File: src/rtl/uart_tx_arbiter.sv
// uart_tx_arbiter: round-robin sharing of one UART transmitter among N_REQ
// byte requesters. A granted byte is captured, tx_start is pulsed once, and
// no further grant is issued until the transmitter reports tx_done.
// Optional feature macro: UART_ARB_TIMEOUT_EN adds a WAIT-state watchdog that
// abandons a frame after TIMEOUT_CYCLES cycles without tx_done and pulses
// timeout_err; without it WAIT waits indefinitely and timeout_err is tied 0.
module uart_tx_arbiter #(
  parameter int          N_REQ          = 4,
  parameter logic [15:0] TIMEOUT_CYCLES = 16'hFFFF
) (
  input  logic                     pclk,
  input  logic                     rst,
  input  logic                     enable,
  input  logic [N_REQ-1:0]         req_valid,
  input  logic [8*N_REQ-1:0]       req_data,
  output logic [N_REQ-1:0]         req_ready,
  output logic                     tx_start,
  output logic [7:0]               tx_data,
  input  logic                     tx_busy,
  input  logic                     tx_done,
  output logic [$clog2(N_REQ)-1:0] grant_id,
  output logic                     busy,
  output logic                     timeout_err
);

  localparam int ID_W = $clog2(N_REQ);

  typedef enum logic [1:0] {
    IDLE,
    LAUNCH,
    WAIT
  } state_t;

  state_t          state;
  logic [ID_W-1:0] ptr;
  logic [7:0]      req_byte [N_REQ];
  logic            grant_found;
  logic [ID_W-1:0] grant_idx;
  logic [ID_W-1:0] next_ptr;
  logic            grant_fire;

`ifdef UART_ARB_TIMEOUT_EN
  logic [15:0]     wd_cnt;
`else
  logic            unused_timeout_cfg;

  assign unused_timeout_cfg = ^TIMEOUT_CYCLES;
  assign timeout_err        = 1'b0;
`endif

  // Split the flat requester data bus into one byte per requester
  always_comb begin
    for (int i = 0; i < N_REQ; i++) begin
      req_byte[i] = req_data[8*i +: 8];
    end
  end

  // Round-robin search from ptr upward with wrap; first valid index wins
  always_comb begin
    int              cand;
    int              nxt;
    logic [ID_W-1:0] cand_idx;
    cand        = 0;
    nxt         = 0;
    cand_idx    = '0;
    grant_found = 1'b0;
    grant_idx   = '0;
    for (int i = 0; i < N_REQ; i++) begin
      cand = int'(ptr) + i;
      if (cand >= N_REQ) begin
        cand = cand - N_REQ;
      end
      cand_idx = ID_W'(cand);
      if (!grant_found && req_valid[cand_idx]) begin
        grant_found = 1'b1;
        grant_idx   = cand_idx;
      end
    end
    nxt = int'(grant_idx) + 1;
    if (nxt >= N_REQ) begin
      nxt = 0;
    end
    next_ptr = ID_W'(nxt);
  end

  assign grant_fire = enable && grant_found && !tx_busy;

  // Grant/launch/wait sequencer; all outputs are registered here
  always_ff @(posedge pclk) begin
    if (rst) begin
      state     <= IDLE;
      ptr       <= '0;
      req_ready <= '0;
      tx_start  <= 1'b0;
      tx_data   <= 8'h00;
      grant_id  <= '0;
      busy      <= 1'b0;
`ifdef UART_ARB_TIMEOUT_EN
      wd_cnt      <= '0;
      timeout_err <= 1'b0;
`endif
    end else begin
      req_ready <= '0;
      tx_start  <= 1'b0;
`ifdef UART_ARB_TIMEOUT_EN
      timeout_err <= 1'b0;
`endif
      case (state)
        IDLE: begin
          if (grant_fire) begin
            state                <= LAUNCH;
            ptr                  <= next_ptr;
            tx_data              <= req_byte[grant_idx];
            grant_id             <= grant_idx;
            req_ready[grant_idx] <= 1'b1;
            tx_start             <= 1'b1;
            busy                 <= 1'b1;
          end
        end
        LAUNCH: begin
          // tx_done is deliberately not looked at here
          state <= WAIT;
`ifdef UART_ARB_TIMEOUT_EN
          wd_cnt <= '0;
`endif
        end
        WAIT: begin
          if (tx_done) begin
            state <= IDLE;
            busy  <= 1'b0;
          end
`ifdef UART_ARB_TIMEOUT_EN
          else if (wd_cnt == TIMEOUT_CYCLES - 16'd1) begin
            state       <= IDLE;
            busy        <= 1'b0;
            timeout_err <= 1'b1;
          end else begin
            wd_cnt <= wd_cnt + 16'd1;
          end
`endif
        end
        default: begin
          state <= IDLE;
          busy  <= 1'b0;
        end
      endcase
    end
  end

endmodule

File: config.mk
export PLATFORM = sky130hd
export DESIGN_NAME = uart_tx_arbiter
export DESIGN_NICKNAME = d
export VERILOG_FILES = /design/src/rtl/uart_tx_arbiter.sv
export SDC_FILE = /design/constraint.sdc
export NUM_CORES = 1
export LEC_CHECK = 0
export ABC_AREA = 0
export BUFFER_PORTS_ARGS = -buffer_cell sky130_fd_sc_hd__buf_4
export CORE_ASPECT_RATIO = 0.7
export CORE_MARGIN = 1.5
export CORE_UTILIZATION = 39
export CTS_CLUSTER_SIZE = 24
export DETAILED_ROUTE_END_ITERATION = 12
export PLACE_DENSITY_LB_ADDON = 0.2
export SLEW_MARGIN = 20
export SYNTH_ARGS = -nofsm -noshare
export SYNTH_HDL_FRONTEND = slang
export SYNTH_SLANG_ARGS = --single-unit
File: constraint.sdc
create_clock -name pclk -period 1.65 [get_ports pclk]
set_clock_uncertainty 0.15 [all_clocks]
set_input_delay 0.165 -clock pclk [delete_from_list [all_inputs] [get_ports pclk]]
set_output_delay 0.165 -clock pclk [all_outputs]
set_load 0.01 [all_outputs]
==> results of run 1 <==
worst reg2reg max path: cells and delay by family, from the launching register on:
family	cells	cell delay [ns]
compound gates	1	0.14
fa+ha+maj	1	0.20
buf+inv	1	0.12
flops	1	0.38
mux	1	0.21
simple gates	2	0.29
cells by family after synthesis:
family | synth area share
buffers and inverters | 0.0531
adders and majority gates | 0.0472
other | 0.00353
DFF | 0.377
muxes | 0.179
and+or+nand+nor | 0.204
AOI/OAI and AO/OA | 0.136
cells in the mapped netlist, drive strengths merged:
master   instances  area [um2]
a211oi           1        12.5
inv              4        15.0
mux2i           19         190
o221ai           8        70.1
dfxtp           20         400
or2b             1        7.51
and2             4        25.0
a2bb2oi          1        15.0
nand2b           1        6.26
conb             1        3.75
o21ai            1        5.00
o22ai            1        6.26
nor2             8        37.5
clkbuf           1        3.75
nand2            4        30.0
ha               4        50.1
nand3b           9        67.6
a21oi            7        35.0
buf              4        37.5
nand4            1        21.3
or4              1        11.3
nor3             2        10.0
final cells by class:
class	count	area, um2	share of cell area
repair buffers	65	504	0.303
well taps	34	42.5	0.0255
clock buffers	4	55.1	0.0330
inverters	4	15.0	0.00901
multi-input cells	74	644	0.387
flip-flops and latches	20	405	0.243
sequential cells by signal, summed over array words and instances (netlist names):
register,count
grant_id,2
req_ready,4
tx_data,8
tx_start,1
ptr,2
busy,1
state,2
metal layers:
metal | part of all wire | GRT usage | vias up
met5 | 0 | 0 | -
met4 | 0.0079 | 0.0458 | 0
met3 | 0.037 | 0.0465 | 2
met2 | 0.52 | 0.308 | 25
met1 | 0.44 | 0.211 | 482
li1 | - | - | 503
repair_timing:
item                       in CTS  in global routing
gates resized for setup         3                 10
setup endpoints to repair       5                 12
pin swaps                       0                  7
hold endpoints to repair        0                  0
setup buffers                   1                  2
where the power goes:
part	internal, mW	leakage [nW]	total [mW]	switching, mW
Combinational	0.199	0.575	0.350	0.151
Clock	0.212	0.0288	0.362	0.150
Sequential	0.511	0.164	0.529	0.0178
Total	0.922	0.768	1.24	0.319
cell usage in the layout (no fill, tap or decap), types with 2 or more instances in the layout:
cell | Yosys | final
nor3_1 | 2 | 2
buf_4 | 2 | 63
a21oi_1 | 7 | 5
inv_1 | 4 | 2
clkbuf_8 | 0 | 4
nand2_4 | 2 | 3
nor2_1 | 7 | 6
and2_1 | 4 | 4
ha_1 | 4 | 4
nand3b_1 | 9 | 9
dfxtp_1 | 20 | 18
o221ai_1 | 8 | 8
mux2i_1 | 19 | 18
inv_2 | 0 | 2
through the flow:
| stage | utilization | cell area [um2] | cells |
|---|---|---|---|
| 2_1_floorplan | - | 1070 | 103 |
| 3_3_place_gp | 0.613 | 1540 | 194 |
| 5_1_grt | 0.663 | 1670 | 201 |
| 6_report | 0.663 | 1670 | 201 |
| 4_1_cts | 0.642 | 1610 | 199 |
| 3_5_place_dp | 0.613 | 1540 | 194 |
worst paths after layout:
path / slack, ns / startpoint / end / cells past startpoint
max: 0.06 / ptr[1]$_SDFFE_PP0P_ / req_ready[0]$_SDFF_PP0_ / 6
min reg2reg: 0.33 / busy$_SDFFE_PP0P_ / busy$_SDFFE_PP0P_ / 2
max reg2reg: 0.06 / ptr[1]$_SDFFE_PP0P_ / req_ready[0]$_SDFF_PP0_ / 6
min: 0.05 / rst / ptr[0]$_SDFFE_PP0P_ / 2
==> reports/results.ini, run 1 <==
[clock_tree]
cts.path.max_buffers = 2
insertion_delay_ns = 0.25
cts_hold_buffers = 0
path_clk_slew_ns = 0.07
cts_root_buf = clkbuf_8
cts_tree = done
cts_max_level = 1
cts_sinks = 20
cts_buffers = 3

[power]
powerDensity_mw_per_mm2 = 745
total_power_mw = 1.24
p_leak_nw = 0.768
max-vdd-ir-drop_v = 0.000552

[place]
pre_cts_slack_ns = -0.0615
dpl.hpwl_mm = 2.03
gp_congestion = 0.755
io_buffers = 56

[worst_setup_path]
crit_type = flop to flop
cp_top_family = flip-flops
crit_arrival_ns = 1.59
crit_buf_inv = 1
cp_max_fo = 4
slowest_stage = dfxtp_4
cp-start-kind = flop
path_cells = mux2i_1, o22ai_1, nor2_2, inv_1, ha_1, and2_1
critPathRequiredTime_ns = 1.65
end_kind = flop
slowest_delay_ns = 0.38

[die]
rows = 15
design.core.area_mm2 = 0.00251
die_y_um = 46.6
io_pins = 58
dieArea_mm2 = 0.00305
die_width_um = 65.3
start_util = 0.422

[grt]
grt_max_degree = 17
gr-total-overflow = 0
grt_pass1_vias = 934
grt_pass1_wl_mm = 4.00
antenna_found_initial = 0
grt.total_usage = 0.173

[sta]
setup_tns_ns = 0
fmax_ghz = 0.629
hold_viol = 0
finalCritPeriodShare = 0.963
slew_viol_final = 0
setup_slack_ns = 0.0606
setup_viol = 0
rsz0062_at_grt = true
hold_ws_ns = 0.0488
period_minus_slack_ns = 1.59

[synthesis]
netlist_instances = 103
yosys_register_bits = 20
synth.yosys.seq_area_share = 0.377
synth_nets = 148
yosysWarnings = 0
synth_area_mm2 = 0.00106
avgSynthCellArea_um2 = 10.3
ys_types = 25

[status]
status = finished clean

[detailed_routing]
drc = 0
initialDrtViolationCount = 24
wl_per_cell_um = 13.2
ant_nets = 0
num_vias = 1012
dr.pass1.iters = 4
drt_wl_total_mm = 2.65
viasPerCell = 5.03

[run]
drv_cap = 0

[cells_and_area]
drive_gt1_frac = 0.509
syn2layout_area_growth_pct = 57.1
diodes = 0
fillers = 209
fin_nets = 213

[min_path]
hp-class = input pin to flop

(Power assumes the default switching activity.)
==> inputs of run 2 (changes only) <==
PLACE_DENSITY = 0.71   (was unset)
PLACE_DENSITY_LB_ADDON = unset   (was 0.2)
==> run 2 against run 1 <==
Effect of this change:
- wire length is 12% higher
- via count is 3.3% higher
- sequential power hardly changed
- cell area is 0.83% higher
- highest routed layer unchanged
- worst hold slack worse by 0.013 ns
- critical path type unchanged
- core utilization is 0.55 points higher
- die area stayed put
==> reports/results.ini, run 2 (synthesized netlist as in run 1, its figures left out) <==
[detailed_routing]
ant_nets = 0  ; unchanged
drt_wl_total_mm = 2.97  ; was 2.65 mm
drc = 0  ; unchanged
num_vias = 1045  ; was 1,012
viasPerCell = 5.17  ; was 5.03
wl_per_cell_um = 14.7  ; was 13.2 um
dr.pass1.iters = 4  ; unchanged
initialDrtViolationCount = 28  ; was 24

[grt]
gr-total-overflow = 0  ; unchanged
antenna_found_initial = 0  ; unchanged
grt_max_degree = 17  ; unchanged
grt.total_usage = 0.190  ; was 0.173
grt_pass1_wl_mm = 4.25  ; was 4.00 mm
grt_pass1_vias = 962  ; was 934

[status]
status = finished clean  ; unchanged

[clock_tree]
cts_buffers = 3  ; unchanged
cts_tree = done  ; unchanged
cts.path.max_buffers = 2  ; unchanged
path_clk_slew_ns = 0.08  ; was 0.07 ns
cts_max_level = 1  ; unchanged
cts_sinks = 20  ; unchanged
cts_root_buf = clkbuf_8  ; unchanged
insertion_delay_ns = 0.26  ; was 0.25 ns

[cells_and_area]
final_util = 0.668  ; was 0.663
fin_nets = 214  ; was 213
top_register = tx_data  ; unchanged
final_cell_mix = buf_4 (63), dfxtp_1 (18), mux2i_1 (16)  ; was buf_4 (63), mux2i_1 (18), dfxtp_1 (18)
diodes = 0  ; unchanged
syn2layout_area_growth_pct = 58.4  ; was 57.1%
largest_registers = tx_data x8, req_ready x4  ; unchanged
drive_gt1_frac = 0.524  ; was 0.509
final_common_cell = buf_4  ; unchanged
largest_reg_flops = 8  ; unchanged
fin_cells = 202  ; was 201
fillers = 205  ; was 209

[place]
pre_cts_slack_ns = -0.0480  ; was -0.0615 ns
dpl.hpwl_mm = 2.20  ; was 2.03 mm
gp_congestion = 0.790  ; was 0.755
io_buffers = 56  ; unchanged
dp.cells = 194  ; unchanged

[sta]
setup_slack_ns = 0.00957  ; was 0.0606 ns
setup_tns_ns = 0  ; unchanged
rsz0062_at_grt = true  ; unchanged
setup_viol = 0  ; unchanged
fmax_ghz = 0.610  ; was 0.629 GHz
hold_viol = 0  ; unchanged
finalCritPeriodShare = 0.994  ; was 0.963
slew_viol_final = 0  ; unchanged
period_minus_slack_ns = 1.64  ; was 1.59 ns
hold_ws_ns = 0.0360  ; was 0.0488 ns

[power]
p_leak_nw = 0.768  ; about the same
max-vdd-ir-drop_v = 0.000508  ; was 0.000552 V
powerDensity_mw_per_mm2 = 757  ; was 745 mW/mm2

[worst_setup_path]
crit_arrival_ns = 1.62  ; was 1.59 ns
cp_max_fo = 6  ; was 4
slowest_stage = dfxtp_2  ; was dfxtp_4
crit_type = flop to flop  ; unchanged
critPathRequiredTime_ns = 1.63  ; was 1.65 ns
end_kind = flop  ; unchanged
path_cells = inv_1, a21oi_2, a2bb2oi_2, buf_6, clkbuf_16, mux2i_1, o221ai_1  ; was mux2i_1, o22ai_1, nor2_2, inv_1, ha_1, and2_1
cp-start-kind = flop  ; unchanged
slowest_delay_ns = 0.33  ; was 0.38 ns
rr_worst_depth = 7  ; was 6

[die]
dieArea_mm2 = 0.00305  ; unchanged
rows = 15  ; unchanged
die_y_um = 46.6  ; unchanged
io_pins = 58  ; unchanged
design.core.area_mm2 = 0.00251  ; unchanged
start_util = 0.422  ; unchanged
die_width_um = 65.3  ; unchanged

[run]
drv_cap = 0  ; unchanged

[min_path]
hp-class = input pin to flop  ; unchanged
min_delay_path_depth = 2  ; unchanged

run 2: cell count changes in the layout (fill, tap and decap cells not counted), moves of 2 or more:
cell	delta
inv_1	+2
inv_2	-2
mux2i_1	-2
mux2i_2	+2
run 2: metal layers:
metal	track usage	vias to the layer above	routed length (um)
li1	-	503	-
met2	0.308	42	1400
met4	0.0500	0	13
met1	0.249	498	1370
met5	0	-	0
met3	0.0562	2	180
run 2: final timing paths:
| check | endpoint | slack, ns | start |
|---|---|---|---|
| min reg2reg | busy$_SDFFE_PP0P_ | 0.34 | busy$_SDFFE_PP0P_ |
| max | tx_data[4]$_SDFFE_PP0P_ | 0.01 | ptr[0]$_SDFFE_PP0P_ |
| min | ptr[0]$_SDFFE_PP0P_ | 0.04 | rst |
| max reg2reg | tx_data[4]$_SDFFE_PP0P_ | 0.01 | ptr[0]$_SDFFE_PP0P_ |
run 2: worst max-delay path, delay by kind of cell, from the launching register on:
family          cells  cell delay [ns]
compound gates      3             0.47
buf+inv             3             0.37
flops               1             0.33
mux                 1             0.20
run 2: report_power, final:
part	switching (mW)	internal [mW]	total, mW
combinational	0.159	0.211	0.370
clock	0.161	0.212	0.373
sequential	0.0180	0.511	0.529
total	0.337	0.934	1.27
run 2: timing repair:
action / in CTS / in global routing
setup buffers: 1 / 2
pin swaps: 0 / 8
hold buffers: 0 / 0
gates cloned: 0 / 1
setup endpoints to repair: 4 / 12
gates resized for setup: 1 / 11
run 2: metrics by stage:
| stage | instance area, um2 | power (mW) |
|---|---|---|
| floorplan | 1070 | 0.711 |
| finish | 1680 | 1.27 |
| global placement | 1540 | 0.858 |
| detailed placement | 1540 | 0.868 |
| CTS | 1610 | 1.24 |
| global route | 1680 | 1.33 |
run 2: cell type report:
cell class | count | area (um2) | share of cell area
multi-input cells | 74 | 633 | 0.377
repair buffers | 66 | 529 | 0.315
flip-flops and latches | 20 | 405 | 0.241
clock buffers | 4 | 55.1 | 0.0328
well taps | 34 | 42.5 | 0.0253
inverters | 4 | 15.0 | 0.00894
==> inputs of run 3 (changes only) <==
PLACE_DENSITY = unset   (was 0.71)
PLACE_DENSITY_LB_ADDON = 0.25   (was unset)
==> run 3 against run 2 <==
Effect of this change:
- the run now ends with negative setup slack left
- cell count rose by 3.5%
- global-route usage is 0.24 points higher
- worst hold slack hardly changed
- largest power group unchanged
==> reports/results.ini, run 3 (synthesized netlist as in run 1, its figures left out) <==
[status]
status = complete, but fails checks  ; was finished clean
violations = negative setup slack

[grt]
grt.total_usage = 0.192  ; was 0.190
gr-total-overflow = 0  ; unchanged
grt_pass1_wl_mm = 4.34  ; was 4.25 mm
grt_pass1_vias = 976  ; was 962
grt_max_degree = 17  ; unchanged
antenna_found_initial = 0  ; unchanged

[die]
dieArea_mm2 = 0.00305  ; unchanged
die_y_um = 46.6  ; unchanged
design.core.area_mm2 = 0.00251  ; unchanged
rows = 15  ; unchanged
io_pins = 58  ; unchanged
start_util = 0.422  ; unchanged
die_width_um = 65.3  ; unchanged

[place]
dp.cells = 195  ; was 194
gp_congestion = 0.815  ; was 0.790
placed_area_mm2 = 0.00155  ; was 0.00154 mm2
dpl.hpwl_mm = 2.20  ; about the same
io_buffers = 56  ; unchanged
pre_cts_slack_ns = -0.0394  ; was -0.0480 ns

[worst_setup_path]
crit_type = flop to flop  ; unchanged
critPathRequiredTime_ns = 1.63  ; about the same
end_kind = flop  ; unchanged
rr_worst_depth = 7  ; unchanged
cp-start-kind = flop  ; unchanged
cp_max_fo = 7  ; was 6
crit_arrival_ns = 1.67  ; was 1.62 ns

[cells_and_area]
final_area_mm2 = 0.00181  ; was 0.00168 mm2
multi_input_area_um2 = 673  ; was 633 um2
diodes = 0  ; unchanged
seq_area_um2 = 405  ; unchanged
top_register = tx_data  ; unchanged
largest_reg_flops = 8  ; unchanged
final_util = 0.721  ; was 0.668
final_cell_mix = buf_4 (68), dfxtp_1 (18), mux2i_1 (15)  ; was buf_4 (63), dfxtp_1 (18), mux2i_1 (16)
fin_cells = 209  ; was 202
fillers = 196  ; was 205
final_common_cell = buf_4  ; unchanged
fin_nets = 221  ; was 214
syn2layout_area_growth_pct = 71.0  ; was 58.4%
largest_registers = tx_data x8, req_ready x4  ; unchanged
drive_gt1_frac = 0.566  ; was 0.524

[detailed_routing]
dr.pass1.iters = 3  ; was 4
initialDrtViolationCount = 29  ; was 28
viasPerCell = 5.21  ; was 5.17
ant_nets = 0  ; unchanged
wl_per_cell_um = 15.9  ; was 14.7 um
drc = 0  ; unchanged
num_vias = 1089  ; was 1,045
drt_wl_total_mm = 3.32  ; was 2.97 mm

[sta]
period_minus_slack_ns = 1.69  ; was 1.64 ns
hold_ws_ns = 0.0357  ; was 0.0360 ns
setup_slack_ns = -0.0400  ; was 0.00957 ns
finalCritPeriodShare = 1.02  ; was 0.994
setup_viol = 5  ; was 0
setup_tns_ns = -0.0992  ; was 0 ns
rsz0062_at_grt = true  ; unchanged
slew_viol_final = 0  ; unchanged
fmax_ghz = 0.592  ; was 0.610 GHz
hold_viol = 0  ; unchanged

[run]
drv_cap = 0  ; unchanged

[power]
clkPwrFrac = 0.337  ; was 0.293
swShare = 0.251  ; was 0.265
total_power_mw = 1.45  ; was 1.27 mW
seq_power_share = 0.367  ; was 0.416
p_sw_mw = 0.363  ; was 0.337 mW
p_leak_nw = 0.823  ; was 0.768 nW
max-vdd-ir-drop_v = 0.000614  ; was 0.000508 V
combPwrFrac = 0.296  ; was 0.291
powerDensity_mw_per_mm2 = 797  ; was 757 mW/mm2
p_int_mw = 1.08  ; was 0.934 mW

[clock_tree]
insertion_delay_ns = 0.26  ; about the same
cts_hold_buffers = 0  ; unchanged
cts_buffers = 3  ; unchanged
cts_max_level = 1  ; unchanged
cts_root_buf = clkbuf_8  ; unchanged
cts_sinks = 20  ; unchanged
cts.path.max_buffers = 2  ; unchanged
cts_tree = done  ; unchanged
path_clk_slew_ns = 0.08  ; about the same

[min_path]
hp-class = input pin to flop  ; unchanged
min_delay_path_depth = 2  ; unchanged

## run 3: cell count changes in the layout (fill, tap and decap cells not counted), sizes merged
cell | before | now
bufinv | 0 | 1
buf | 65 | 73
clkbuf | 5 | 3
## run 3: worst paths after layout
path                                     startpoint                       to  slack, ns
worst min register to register    busy$_SDFFE_PP0P_        busy$_SDFFE_PP0P_       0.32
worst max register to register  ptr[1]$_SDFFE_PP0P_  tx_data[5]$_SDFFE_PP0P_      -0.04
worst min-delay path                            rst      ptr[0]$_SDFFE_PP0P_       0.04
worst max-delay path            ptr[1]$_SDFFE_PP0P_  tx_data[5]$_SDFFE_PP0P_      -0.04
## run 3: critical path, cell delays in order, from the launching register on
cell       delay [ns]
dfxtp_4          0.38
nand2_2          0.08
nand3b_1         0.13
a2bb2oi_4        0.19
buf_12           0.15
buf_12           0.13
mux2i_1          0.23
o221ai_1         0.13
## run 3: what timing repair did
| action | 4_1_cts | 5_1_grt |
|---|---|---|
| resized for setup | 7 | 16 |
| buffers inserted | 1 | 8 |
| endpoints found under the setup margin | 10 | 12 |
| endpoints found under the hold margin | 0 | 0 |
| pin swaps | 4 | 7 |
| gates cloned | 1 | 0 |
## run 3: final cells by class
type                    instances  share of cell area
clock buffers                   3              0.0228
multi-input cells              74               0.371
flip-flops and latches         20               0.223
repair buffers                 73               0.333
clock inverters                 1              0.0166
well taps                      34              0.0234
inverters                       4             0.00966
## run 3: power groups by stage
| stage | clock network [mW] | logic [mW] | registers [mW] |
|---|---|---|---|
| after floorplan | 0 | 0.165 | 0.547 |
| after global placement | 0 | 0.319 | 0.537 |
| after detailed placement | 0 | 0.330 | 0.539 |
| after CTS | 0.498 | 0.365 | 0.530 |
| after global routing | 0.524 | 0.452 | 0.534 |
| final | 0.487 | 0.428 | 0.531 |
## run 3: metal layers
metal / up-vias / part of all wire / global-route usage / wire length [um]
li1: 518 / - / - / -
met1: 538 / 0.40 / 0.220 / 1320
met2: 29 / 0.56 / 0.371 / 1850
met3: 4 / 0.039 / 0.0513 / 129
met4: 0 / 0.0072 / 0.0292 / 24
met5: - / 0 / 0 / 0
